File: config.mk
export PLATFORM = sky130hd
export DESIGN_NAME = hazard_ctrl
export DESIGN_NICKNAME = d
export VERILOG_FILES = /design/src/rtl/hazard_ctrl.sv
export SDC_FILE = /design/constraint.sdc
export NUM_CORES = 1
export LEC_CHECK = 0
export CAP_MARGIN = 20
export CORE_MARGIN = 4
export CORE_UTILIZATION = 42
export DETAILED_ROUTE_END_ITERATION = 16
export HOLD_SLACK_MARGIN = 0.06
export PLACE_DENSITY_LB_ADDON = 0.15
export SLEW_MARGIN = 20
export SYNTH_ARGS = -nofsm -noshare
export SYNTH_HDL_FRONTEND = slang
export SYNTH_SLANG_ARGS = --single-unit
File: constraint.sdc
create_clock -name clk -period 3.6 [get_ports clk]
set_clock_uncertainty 0.05 [all_clocks]
set_input_delay 1.08 -clock clk [delete_from_list [all_inputs] [get_ports clk]]
set_output_delay 1.08 -clock clk [all_outputs]
set_load 0.005 [all_outputs]
File: src/rtl/hazard_ctrl.sv
// rtl/hazard_ctrl.sv - 5-stage RV32I hazard controller: stalls, flushes, forwarding, mem-wait FSM, perf counters
module hazard_ctrl #(
    parameter int REG_WIDTH   = 5,
    parameter int CNT_WIDTH   = 16,
    parameter int MEM_TIMEOUT = 255
) (
    input  logic                 clk,
    input  logic                 rst,
    input  logic [REG_WIDTH-1:0] id_rs1,
    input  logic [REG_WIDTH-1:0] id_rs2,
    input  logic [REG_WIDTH-1:0] ex_rs1,
    input  logic [REG_WIDTH-1:0] ex_rs2,
    input  logic [REG_WIDTH-1:0] ex_rd,
    input  logic [1:0]           ex_result_src,
    input  logic                 ex_pc_src,
    input  logic [REG_WIDTH-1:0] mem_rd,
    input  logic                 mem_reg_write,
    input  logic                 mem_req,
    input  logic                 mem_ready,
    input  logic [REG_WIDTH-1:0] wb_rd,
    input  logic                 wb_reg_write,
    output logic                 stall_f,
    output logic                 stall_d,
    output logic                 stall_e,
    output logic                 stall_m,
    output logic                 flush_d,
    output logic                 flush_e,
    output logic                 flush_w,
    output logic [1:0]           fwd_a_e,
    output logic [1:0]           fwd_b_e,
    output logic                 mem_timeout,
    output logic [CNT_WIDTH-1:0] stall_cnt,
    output logic [CNT_WIDTH-1:0] flush_cnt
);

    localparam int WAIT_W = (MEM_TIMEOUT < 2) ? 1 : $clog2(MEM_TIMEOUT + 1);
    localparam logic [WAIT_W-1:0]    WAIT_MAX = WAIT_W'(MEM_TIMEOUT);
    localparam logic [WAIT_W-1:0]    WAIT_ONE = WAIT_W'(1);
    localparam logic [CNT_WIDTH-1:0] CNT_ONE  = CNT_WIDTH'(1);

    typedef enum logic {
        RUN      = 1'b0,
        MEM_WAIT = 1'b1
    } state_t;

    state_t               state_q, state_d;
    logic [WAIT_W-1:0]    wait_cnt_q, wait_cnt_d;
    logic                 mem_timeout_q, mem_timeout_d;
    logic [CNT_WIDTH-1:0] stall_cnt_q, stall_cnt_d;
    logic [CNT_WIDTH-1:0] flush_cnt_q, flush_cnt_d;

    logic mem_stall;
    logic load_use;

    always_comb begin
        mem_stall = 1'b0;
        if (state_q == RUN) begin
            mem_stall = mem_req & ~mem_ready;
        end else begin
            mem_stall = ~mem_ready;
        end
    end

    assign load_use = (ex_result_src == 2'b01) && (ex_rd != '0) &&
                      ((ex_rd == id_rs1) || (ex_rd == id_rs2));

    // MEM result is younger than WB, so it wins when both target the same register.
    always_comb begin
        fwd_a_e = 2'b00;
        fwd_b_e = 2'b00;
        if (!rst) begin
            if (mem_reg_write && mem_rd != '0 && mem_rd == ex_rs1) begin
                fwd_a_e = 2'b10;
            end else if (wb_reg_write && wb_rd != '0 && wb_rd == ex_rs1) begin
                fwd_a_e = 2'b01;
            end
            if (mem_reg_write && mem_rd != '0 && mem_rd == ex_rs2) begin
                fwd_b_e = 2'b10;
            end else if (wb_reg_write && wb_rd != '0 && wb_rd == ex_rs2) begin
                fwd_b_e = 2'b01;
            end
        end
    end

    // A frozen EX stage means load-use and branch decisions are stale, so the memory stall masks both.
    always_comb begin
        stall_f = 1'b0;
        stall_d = 1'b0;
        stall_e = 1'b0;
        stall_m = 1'b0;
        flush_d = 1'b0;
        flush_e = 1'b0;
        flush_w = 1'b0;
        if (rst) begin
            flush_d = 1'b1;
            flush_e = 1'b1;
            flush_w = 1'b1;
        end else if (mem_stall) begin
            stall_f = 1'b1;
            stall_d = 1'b1;
            stall_e = 1'b1;
            stall_m = 1'b1;
            flush_w = 1'b1;
        end else if (ex_pc_src) begin
            flush_d = 1'b1;
            flush_e = 1'b1;
        end else if (load_use) begin
            stall_f = 1'b1;
            stall_d = 1'b1;
            flush_e = 1'b1;
        end
    end

    always_comb begin
        state_d       = state_q;
        wait_cnt_d    = wait_cnt_q;
        mem_timeout_d = mem_timeout_q;
        case (state_q)
            RUN: begin
                if (mem_req && !mem_ready) begin
                    state_d    = MEM_WAIT;
                    wait_cnt_d = '0;
                end
            end
            MEM_WAIT: begin
                if (wait_cnt_q != WAIT_MAX) begin
                    wait_cnt_d = wait_cnt_q + WAIT_ONE;
                end
                if (wait_cnt_d == WAIT_MAX) begin
                    mem_timeout_d = 1'b1;
                end
                if (mem_ready) begin
                    state_d = RUN;
                end
            end
            default: begin
                state_d = RUN;
            end
        endcase
    end

    always_comb begin
        stall_cnt_d = stall_cnt_q;
        flush_cnt_d = flush_cnt_q;
        if (stall_f && (stall_cnt_q != '1)) begin
            stall_cnt_d = stall_cnt_q + CNT_ONE;
        end
        if ((flush_d || flush_e) && (flush_cnt_q != '1)) begin
            flush_cnt_d = flush_cnt_q + CNT_ONE;
        end
    end

    always_ff @(posedge clk) begin
        if (rst) begin
            state_q       <= RUN;
            wait_cnt_q    <= '0;
            mem_timeout_q <= 1'b0;
            stall_cnt_q   <= '0;
            flush_cnt_q   <= '0;
        end else begin
            state_q       <= state_d;
            wait_cnt_q    <= wait_cnt_d;
            mem_timeout_q <= mem_timeout_d;
            stall_cnt_q   <= stall_cnt_d;
            flush_cnt_q   <= flush_cnt_d;
        end
    end

    assign mem_timeout = mem_timeout_q;
    assign stall_cnt   = stall_cnt_q;
    assign flush_cnt   = flush_cnt_q;

endmodule

Yosys cells after proc, flatten, opt, wreduce, memory -nomap -nowiden
Index checks and enable logic that the tools add are counted.
Word-level totals
  input port bits: 44
  word-level logic and storage cells: 68
  flip-flop bits (word level): 42
  output and inout bits: 44
Operators by class
  equal/unequal tests: 12
  reduce and logical (&&, ||, !) cells: 18
  bitwise gates (word level): 3
  $add $sub $neg: 3
  muxes and demuxes: 27
Operators by type and width (count)
  adder 16 x 1 -> 16 bit, second input constant: 2
  != test 16 bit, second input constant: 2
  equality test 5 bit: 6
  two-way mux 8 bit: 3
  two-way mux 1 bit: 18
  one-hot mux 8 bit (2 select lines): 1
  nonzero test 5 bit: 3
  logical AND 1 bit: 11
  adder 8 x 1 -> 8 bit, second input constant: 1
  equality test 8 bit, second input constant: 1
  two-way mux 2 bit: 4
  != test 8 bit, second input constant: 1
  equality test 2 x 1 -> 1 bit, second input constant: 1
  logical OR 1 bit: 2
  != test 2 x 1 -> 1 bit, second input constant: 1
  NOT 1 bit: 2
  one-hot mux 1 bit (2 select lines): 1
  AND reduction 2 bit: 1
  bitwise AND 1 bit: 1
  zero test 1 bit: 1

Longest topological paths before layout
Gate-level depths: netlist (run 1).
  word-level depth: 9
  gate-level depth with buffers: 9
  gate-level depth less buffers: 7

Worst setup path after synthesis (run 1)
OpenSTA, ideal clock, no wires.
  path type: in2out
  from: input port mem_rd[1]
  to: output port fwd_a_e[0]
  data required time: 2470 ps
  path slack: 165 ps
  cell stages on the path: 4
  arrival: 2305 ps
  path buffers: 0
  cell sequence: or4_1 -> o21ai_0 -> nor3_1 -> nor4_1
On the way
  cells in the longest elaborated chain, start to end: 5
  elaborated cells between the ends (all ways): 6
  classes of those cells: eq/ne: 1; mux: 2; reduce/logical: 3
RTL lines
  start, declared: line 16  | input logic [REG_WIDTH-1:0] mem_rd,
  nonzero test 5 bit: line 72  | if (mem_reg_write && mem_rd != '0 && mem_rd == ex_rs1) begin
  logical AND 1 bit: line 72
  logical AND 1 bit *: line 72
  two-way mux 2 bit *: line 72
  two-way mux 2 bit *: line 71  | if (!rst) begin
  end, declared: line 29  | output logic [1:0] fwd_a_e,
Mark *: on every way between the ends. The rest lies on a longest branch, timed or not.

Worst setup path after layout (run 1)
Ends and elaborated chain as after synthesis.

==> results of run 1 <==
==> cells by family after synthesis <==
family	count (synthesis)
compound gates	86
flops	42
fa+ha+maj	3
buf+inv	26
xor+xnor	32
simple gates	140
mux	4
==> stage by stage <==
step	hold slack, ns	utilization, %
after detailed placement	0.4103	63.17
after global placement	0.4130	63.17
final	0.4267	66.64
after global routing	0.4632	66.64
after CTS	0.4345	66.24
after floorplan	0.4157	-
==> metal layers <==
metal | up-vias | global-route usage, %
li1 | 1479 | -
met5 | - | 0
met1 | 1385 | 23.40
met4 | 0 | 5.807
met2 | 100 | 37.83
met3 | 12 | 4.373
==> layout make-up <==
type	count	area, µm²
clock buffers	6	72.57
clock inverters	2	13.76
fillers	547	1987
inverters	10	37.54
multi-input cells	265	1723
flip-flops and latches	42	840.8
well taps	75	93.84
repair buffers	135	1187
==> synthesized netlist by cell type (2+ instances only) <==
cell,n,area share [%]
a21o_1,2,0.58
a21oi_1,34,6.5
a21oi_2,2,0.67
a22oi_1,2,0.58
a31oi_1,4,0.96
and2_1,2,0.48
and3_1,4,0.96
and4_1,3,1.0
buf_1,2,0.29
buf_4,4,1.2
buf_6,3,1.3
clkbuf_1,6,0.86
dfxtp_1,42,32
ha_1,3,1.4
inv_1,10,1.4
mux2i_1,2,0.77
nand2_1,31,4.5
nand3_1,20,3.8
nand4_1,7,1.7
nand4b_1,2,0.67
nor2_1,22,3.2
nor2b_1,3,0.72
nor3_1,6,1.2
nor4_1,6,1.4
o21ai_0,14,2.7
o21ai_1,10,1.9
o31ai_1,7,2.0
or3_1,20,4.8
or4_1,12,3.5
xnor2_1,20,6.7
xor2_1,12,4.0
==> what timing repair did <==
item	in CTS	in global routing
pin swaps	20	15
setup endpoints to repair	11	23
endpoints found under the hold margin	0	0
resized for setup	87	25
buffers inserted	11	1
gates cloned	0	0
hold buffers	0	0
==> cell usage in the layout, fill, tap and decap left out, drive strengths merged, types with 3 or more instances in the layout <==
cell,count
a21oi,36
a31oi,4
and3,5
and4,3
buf,56
clkbuf,13
clkdlybuf4s15,6
clkdlybuf4s50,45
dfxtp,42
dlygate4sd2,15
dlymetal6s2s,6
ha,3
inv,10
nand2,31
nand3,20
nand4,7
nor2,22
nor2b,3
nor3,6
nor4,6
o21ai,25
o31ai,7
or3,20
or4,12
xnor2,20
xor2,12
==> flip-flops by register name (all words and copies together) (netlist names) <==
name         flops
wait_cnt_q       8
flush_cnt       16
mem_timeout      1
state_q          1
stall_cnt       16
==> power by group through the flow <==
stage          combinational (mW)  sequential, mW  clock (mW)
3_5_place_dp                0.204           0.489           0
5_1_grt                     0.236           0.480       0.340
2_1_floorplan              0.0832           0.489           0
6_report                    0.218           0.479       0.313
3_3_place_gp                0.200           0.489           0
4_1_cts                     0.211           0.478       0.319
==> path summary, 6_finish.rpt <==
check                            start                         end  cells past startpoint
min           mem_timeout$_SDFFE_PP0P_    mem_timeout$_SDFFE_PP0P_                      1
min reg2reg   mem_timeout$_SDFFE_PP0P_    mem_timeout$_SDFFE_PP0P_                      1
max reg2reg  flush_cnt[0]$_SDFFE_PP0P_  flush_cnt[11]$_SDFFE_PP0P_                      8
max                          mem_rd[1]                  fwd_a_e[0]                      7
==> metrics.md, run 1 <==
| Metric | Value |
|---|---|
| Status | `completed` |
| Initial antenna violation count | `0` |
| Synthesis-stage register bit count | `42` |
| Final min period | `3.578 ns` |
| Ant diodes | `0` |
| Top_reg_cell synth | `dfxtp_1` |
| Yosys warns | `0` |
| Remaining DRCs | `0` |
| Slew Viols, Final | `0` |
| Logic pwr share | `21.6%` |
| Worst path max stage delay | `0.51 ns` |
| Bufs and invs on worst path | `3` |
| Relative slew slack | `66.95%` |
| Maximum achievable frequency | `279.5 MHz` |
| Worst EP arrival | `2.45 ns` |
| Initial drt markers | `98` |
| DRT Pass-1 Iters | `4` |
| Top delay family on crit path | `simple AND/OR/NAND/NOR gates` |
| Setup slack after layout | `0.02236 ns` |
| # setup viols final | `0` |
| Syn avg cell area | `7.827 µm²` |
| Routed wire length | `7.667 mm` |
| LEAKAGE | `1.480 nW` |
| DR WL met3 | `508 µm` |
| Post-synthesis net count | `380` |
| Starting Density | `43.76%` |
| Post-synthesis cell count | `333` |
| DIE AREA | `0.007530 mm²` |
| WP data required | `2.47 ns` |
| Final period utilization | `99.38%` |
| FP Rows | `28` |
| Final instance area | `0.003969 mm²` |
| Crit path max fanout | `3` |
| RSZ-0062 raised after global routing | `true` |
| VDD IR max | `149.6 µV` |
| Reg clk slew, reported paths | `0.08 ns` |
| Layout area overhead | `52.28%` |
| Slowest cell on crit path | `or4_1` |
| Vias in the first global route | `2,858` |
| Clock buffer count from CTS | `5` |
| Core Area | `0.005956 mm²` |
| Via count | `2,976` |
| Largest net degree at the start of global routing | `36` |
| Mean routed wirelength per cell | `14.33 µm` |
| Pwr/cell area | `254.3 mW/mm²` |
| Chip width | `86.78 µm` |
| Post-DP HPWL | `5.623 mm` |
| Post-synthesis simple-gate area fraction | `28.61%` |
| First-pass GRT wire length | `12.54 mm` |
| Count of cell types in the netlist | `47` |
| Asr flop ratio synth | `0%` |
| Met2 routed wirelength | `3.851 mm` |
| NetSw | `0.2826 mW` |
| Seq pwr share | `47.4%` |
| Main combinational cell family by area after synthesis | `simple AND/OR/NAND/NOR gates` |
| Cell Int Power | `0.7268 mW` |
| DRT met1 WL | `3.163 mm` |
| Sequential share of the synthesized area | `32.26%` |
| XOR/XNOR Fraction of Synth Area | `10.75%` |
| PortBufs | `87` |
| Fin nets | `506` |
| CP Cell Sequence | `clkbuf_2 -> or4_1 -> o21ai_1 -> buf_4 -> nor3_4 -> nor4_4 -> buf_2` |
| Mux cell area share after synthesis | `1.632%` |
| Setup TNS | `0 ns` |
| Placed insts | `516` |
| I/O pin cnt | `88` |
| Fin. Hold Viols | `0` |
| Clk pwr share | `31.0%` |
| Post-synthesis compound-gate area fraction | `20.07%` |
| Worst hold path type | `reg2reg` |
| Reg-to-reg slack, setup | `1.34 ns` |
| Post-Place Cell Area | `0.003762 mm²` |
| Startpoint Class | `primary input` |
| Worst-margin pin slew | `0.4940 ns` |
| Grt total ovfl | `0` |
| CTS Root Cell | `clkbuf_8` |
| Routability Congestion | `0.8636` |
| Clk sink count | `42` |
| DRT antenna net count | `0` |
| Post-synth EDFFs | `0` |
| H-tree depth | `2` |
| Setup crit end kind | `output pin` |
| Switch share | `28.00%` |
| Layout cells sized above 1 | `19.57%` |
| Fin cells | `535` |
| Total design power | `1.009 mW` |
| Setup WS pre-CTS | `-0.7338 ns` |
| Clk_lat worst skew | `0.31 ns` |
| Adder-Cell Fraction of Synth Area | `1.440%` |
| Critical path class | `in2out` |
| GRT Util Overall | `20.43%` |
| Vias/cell | `5.563` |
| Die Ht | `86.78 µm` |
| Maxcap violations | `0` |
| Highest layer used for signal routing | `met4` |
| Cell Area, Synth | `0.002606 mm²` |
| Clock tree from TritonCTS | `built` |
| CTS Buffer Depth | `2` |
(Power assumes the default switching activity.)
==> inputs of run 2 (changes only) <==
--- a/config.mk
+++ b/config.mk
@@ -8,6 +8,7 @@
 export CAP_MARGIN = 20
 export CORE_MARGIN = 4
 export CORE_UTILIZATION = 42
+export CTS_CLUSTER_DIAMETER = 200
 export DETAILED_ROUTE_END_ITERATION = 16
 export HOLD_SLACK_MARGIN = 0.06
 export PLACE_DENSITY_LB_ADDON = 0.15
==> constraint.sdc (replaced) <==
create_clock -name clk -period 3.6 [get_ports clk]
set_clock_uncertainty 0.05 [all_clocks]
set_input_delay 0.54 -clock clk [delete_from_list [all_inputs] [get_ports clk]]
set_output_delay 0.54 -clock clk [all_outputs]
set_load 0.005 [all_outputs]
==> metrics.md, run 2 (synthesis results as in run 1) <==
| Metric | Value |
|---|---|
| Layout cells sized above 1 | `5.263% (was 19.57%)` |
| Final min period | `3.338 ns (was 3.578 ns)` |
| Top delay family on crit path | `buffers and inverters (was simple AND/OR/NAND/NOR gates)` |
| Met2 routed wirelength | `3.386 mm (was 3.851 mm)` |
| Total design power | `0.9573 mW (was 1.009 mW)` |
| Worst-margin pin slew | `0.5167 ns (was 0.4940 ns)` |
| Highest layer used for signal routing | `met4 (unchanged)` |
| Worst EP arrival | `2.75 ns (was 2.45 ns)` |
| Setup WS pre-CTS | `0.1341 ns (was -0.7338 ns)` |
| Fin. Hold Viols | `0 (unchanged)` |
| Vias in the first global route | `2,474 (was 2,858)` |
| Critical path class | `in2out (unchanged)` |
| RSZ-0062 raised after global routing | `false (was true)` |
| # setup viols final | `0 (unchanged)` |
| LEAKAGE | `1.141 nW (was 1.480 nW)` |
| Setup crit end kind | `output pin (unchanged)` |
| Min Hold Slack | `0.4379 ns (was 0.4267 ns)` |
| Maxcap violations | `0 (unchanged)` |
| Commonest non-fill, non-tap cell in the layout | `clkdlybuf4s50_1 (unchanged)` |
| Ant diodes | `0 (unchanged)` |
| Initial drt markers | `117 (was 98)` |
| Die Ht | `86.78 µm (unchanged)` |
| Worst hold path type | `reg2reg (unchanged)` |
| Remaining DRCs | `0 (unchanged)` |
| Clock buffer count from CTS | `5 (unchanged)` |
| Clk_lat worst skew | `0.29 ns (was 0.31 ns)` |
| Starting Density | `43.76% (unchanged)` |
| Slowest cell on crit path | `clkdlybuf4s50_1 (was or4_1)` |
| VDD IR max | `189.2 µV (was 149.6 µV)` |
| FP Rows | `28 (unchanged)` |
| DRT Pass-1 Iters | `4 (unchanged)` |
| Setup TNS | `0 ns (unchanged)` |
| Bufs and invs on worst path | `2 (was 3)` |
| Layout area overhead | `38.41% (was 52.28%)` |
| CTS Buffer Depth | `2 (unchanged)` |
| Core Util, Final | `60.57% (was 66.64%)` |
| Fin nets | `464 (was 506)` |
| DRT antenna net count | `0 (unchanged)` |
| Status | `completed (unchanged)` |
| Pwr/cell area | `265.4 mW/mm² (was 254.3 mW/mm²)` |
| Maximum achievable frequency | `299.6 MHz (was 279.5 MHz)` |
| DIE AREA | `0.007530 mm² (unchanged)` |
| Worst path max stage delay | `0.56 ns (was 0.51 ns)` |
| Initial antenna violation count | `0 (unchanged)` |
| Clock tree from TritonCTS | `built (unchanged)` |
| Clk sink count | `42 (unchanged)` |
| Grt total ovfl | `0 (unchanged)` |
| Via count | `2,740 (was 2,976)` |
| Most frequent cells in the layout | `clkdlybuf4s50_1 (87), dfxtp_1 (42), a21oi_1 (34), nand2_1 (31), nor2_1 (22) (was clkdlybuf4s50_1 (45), buf_4 (43), dfxtp_1 (42), a21oi_1 (33), nand2_1 (31))` |
| Crit path max fanout | `4 (was 3)` |
| Final period utilization | `92.72% (was 99.38%)` |
| Mean routed wirelength per cell | `13.74 µm (was 14.33 µm)` |
| Core Area | `0.005956 mm² (unchanged)` |
| Slew Viols, Final | `0 (unchanged)` |
| CTS Root Cell | `clkbuf_8 (unchanged)` |
| Chip width | `86.78 µm (unchanged)` |
| CP Cell Sequence | `clkdlybuf4s50_1 -> or4_1 -> o21ai_1 -> nor3_1 -> nor4_1 -> clkdlybuf4s50_1 (was clkbuf_2 -> or4_1 -> o21ai_1 -> buf_4 -> nor3_4 -> nor4_4 -> buf_2)` |
| PortBufs | `87 (unchanged)` |
| Routed wire length | `6.775 mm (was 7.667 mm)` |
| Vias/cell | `5.558 (was 5.563)` |
| Fill cell count | `583 (was 547)` |
| First-pass GRT wire length | `11.12 mm (was 12.54 mm)` |
| DR WL met3 | `473 µm (was 508 µm)` |
| # hold bufs at CTS | `0 (unchanged)` |
| DRT met1 WL | `2.866 mm (was 3.163 mm)` |
| Routability Congestion | `0.8532 (was 0.8636)` |
| Post-DP HPWL | `5.234 mm (was 5.623 mm)` |
| Worst path most repeated cell | `clkdlybuf4s50_1` |
| Setup slack after layout | `0.2622 ns (was 0.02236 ns)` |
| Reg clk slew, reported paths | `0.08 ns (about the same)` |
| I/O pin cnt | `88 (unchanged)` |
| GRT Util Overall | `18.09% (was 20.43%)` |
| Relative slew slack | `65.42% (was 66.95%)` |
| Largest net degree at the start of global routing | `33 (was 36)` |
| Startpoint Class | `primary input (unchanged)` |
| WP data required | `3.01 ns (was 2.47 ns)` |
| H-tree depth | `2 (unchanged)` |
## run 2: final cells by class
type | count | area, µm² | area share (%)
Sequential cell | 42 | 840.8 | 23.31
Clock buffer | 5 | 68.82 | 1.908
Clock inverter | 3 | 21.27 | 0.5897
Timing Repair Buffer | 93 | 915.9 | 25.39
Tap cell | 75 | 93.84 | 2.601
Inverter | 10 | 37.54 | 1.041
Multi-Input combinational cell | 265 | 1629 | 45.16
## run 2: what timing repair did
| item | CTS | global route |
|---|---|---|
| buffers inserted | 0 | 0 |
| setup endpoints to repair | 0 | 2 |
| endpoints found under the hold margin | 0 | 0 |
| gates resized for setup | 0 | 1 |
## run 2: per-stage QoR
step | instances | cell area (µm²)
global placement | 485 | 3517
detailed placement | 485 | 3517
CTS | 493 | 3607
global route | 493 | 3607
finish | 493 | 3607
floorplan | 333 | 2606
## run 2: report_power, final
group          switching, mW  total, mW  internal [mW]
Clock                  0.170      0.307          0.136
Sequential           0.00800      0.478          0.470
Combinational         0.0765      0.172         0.0960
Total                  0.255      0.957          0.703
## run 2: worst paths after layout
kind / startpoint / to / slack [ns] / depth (start not counted)
worst max-delay path: mem_rd[1] / fwd_b_e[0] / 0.26 / 6
worst min-delay path: mem_timeout$_SDFFE_PP0P_ / mem_timeout$_SDFFE_PP0P_ / 0.44 / 1
worst min register to register: mem_timeout$_SDFFE_PP0P_ / mem_timeout$_SDFFE_PP0P_ / 0.44 / 1
worst max register to register: flush_cnt[0]$_SDFFE_PP0P_ / flush_cnt[5]$_SDFFE_PP0P_ / 1.26 / 8
## run 2: routing by layer
layer  up-vias  track usage [%]
li1       1389                -
met1      1267            22.28
met2        80            32.13
met3         4            4.373
met4         0            3.399
met5         -                0
==> RTL change, RTL diff (config.mk and constraints of run 1) <==
Make the reset (`rst`) asynchronous in one clocked block.
--- a/src/rtl/hazard_ctrl.sv
+++ b/src/rtl/hazard_ctrl.sv
@@ -150,7 +150,7 @@
         end
     end
 
-    always_ff @(posedge clk) begin
+    always_ff @(posedge clk or posedge rst) begin
         if (rst) begin
             state_q       <= RUN;
             wait_cnt_q    <= '0;
Check against the original RTL: differs if rst is asserted again (counterexample within 4 cycles, from zero or initial values and one cycle with rst high); with rst held inactive, the same outputs for 10 cycles.
==> RTL change against run 1 <==
Sequential cell count unchanged; global-route usage fell by 2.3 points; setup slack gained 0.013 ns; synthesized area grew 4.8%; maximum frequency increased by 0.37%; via count is 17% lower; final area increased by 2.7%; routed wire length shrank 9.7%; largest cell class unchanged.
Power is not compared: it rests on default switching activity, and its combinational part moved more than twofold at a synthesized area within 25%.
==> RTL change: results <==
set metrics [dict create \
    status "finished, final reports clean" \
    vias_per_cell 5.11 \
    syn_nets 324 \
    slew_headroom 0.456 \
    grt_pass1_vias 2470 \
    placed_area_um2 3940 \
    ys_types 48 \
    synth_area_leaders "dfrtp_1, xor2_1, xnor2_1, nand3_1, nand2_1" \
    critical_path_arrival_ns 2.43 \
    min_to "stall_cnt[15]" \
    max_clock_freq_mhz 281 \
    drt_iter0_drc 51 \
    met3WireLength_um 401 \
    grt_max_degree 26 \
    synth-seq-area-share 0.385 \
    track_usage 0.182 \
    wl_met2_um 3300 \
    yosysWarnings 0 \
    drive_above_1_share 0.237 \
    synth_top_area_frac 0.385 \
    wl_met1_um 3150 \
    wl_per_cell_um 14.4 \
    rrSetupSlack_ns 1.18 \
    grt_pass1_wl_um 11300 \
    avgSynthCellArea_um2 9.86 \
    dp_worst_setup_slack_ns -0.844 \
    worstReg2RegStart "flush_cnt[6]" \
    place_hpwl_um 5480 \
    placedCellCount 470 \
    fin_nets 451 \
    gp_congestion 0.879 \
    min_from "stall_cnt[15]" \
    reg2regPathDepth 6 \
    stdcell_count 482 \
]
[RTL change: layout make-up]
type / instances / area, um^2
clock buffers: 6 / 72.6
clock inverters: 2 / 37.5
fillers: 560 / 2270
inverters: 10 / 41.3
multi-input cells: 219 / 1660
flip-flops and latches: 42 / 1050
well taps: 77 / 96.3
repair buffers: 126 / 1120
[RTL change: critical path: stages]
cell,delay (ns)
clkdlybuf4s50_1,0.51
o21ai_4,0.09
buf_4,0.14
buf_6,0.10
nor4_1,0.32
buf_2,0.19
[RTL change: metal layers]
metal	vias up	GRT usage
met2	53	0.297
met3	7	0.0531
li1	1246	-
met5	-	0
met4	0	0.0481
met1	1157	0.235
[RTL change: power groups by stage]
stage	combinational [uW]	sequential, uW	clock [uW]
finish	617	728	370
global placement	613	731	0
floorplan	277	713	0
CTS	626	727	383
detailed placement	623	735	0
global route	686	747	400
[RTL change: how the worst max path moves through the flow]
stage,from,end
2_1_floorplan,rst,fwd_a_e[0]
3_3_place_gp,mem_rd[1],fwd_b_e[0]
3_5_place_dp,mem_rd[1],fwd_b_e[0]
4_1_cts,ex_rs2[2],fwd_b_e[0]
5_1_grt,ex_rs1[3],fwd_a_e[0]
6_report,mem_reg_write,fwd_a_e[1]
[RTL change: per-stage QoR]
stage	hold slack [ns]	utilization
final	0.443	0.642
after global routing	0.474	0.642
after CTS	0.451	0.640
after detailed placement	0.430	0.620
after global placement	0.411	0.620
after floorplan	0.410	-
[RTL change: kinds of logic (layout without fill, tap and decap cells)]
logic type,after synthesis,after routing,synth area share
XOR/XNOR,60,60,0.192
buffers and inverters,16,144,0.0302
adder cells (fa/ha/maj),3,3,0.0137
flip-flops,42,42,0.385
AO/OA/AOI/OAI,24,24,0.0728
multiplexers,5,5,0.0220
AND/OR/NAND/NOR,127,127,0.284
[RTL change: repair_timing]
| action | CTS | global route |
|---|---|---|
| buffers inserted | 2 | 2 |
| pin swaps | 22 | 16 |
| endpoints found under the setup margin | 11 | 5 |
| gates resized for setup | 91 | 16 |
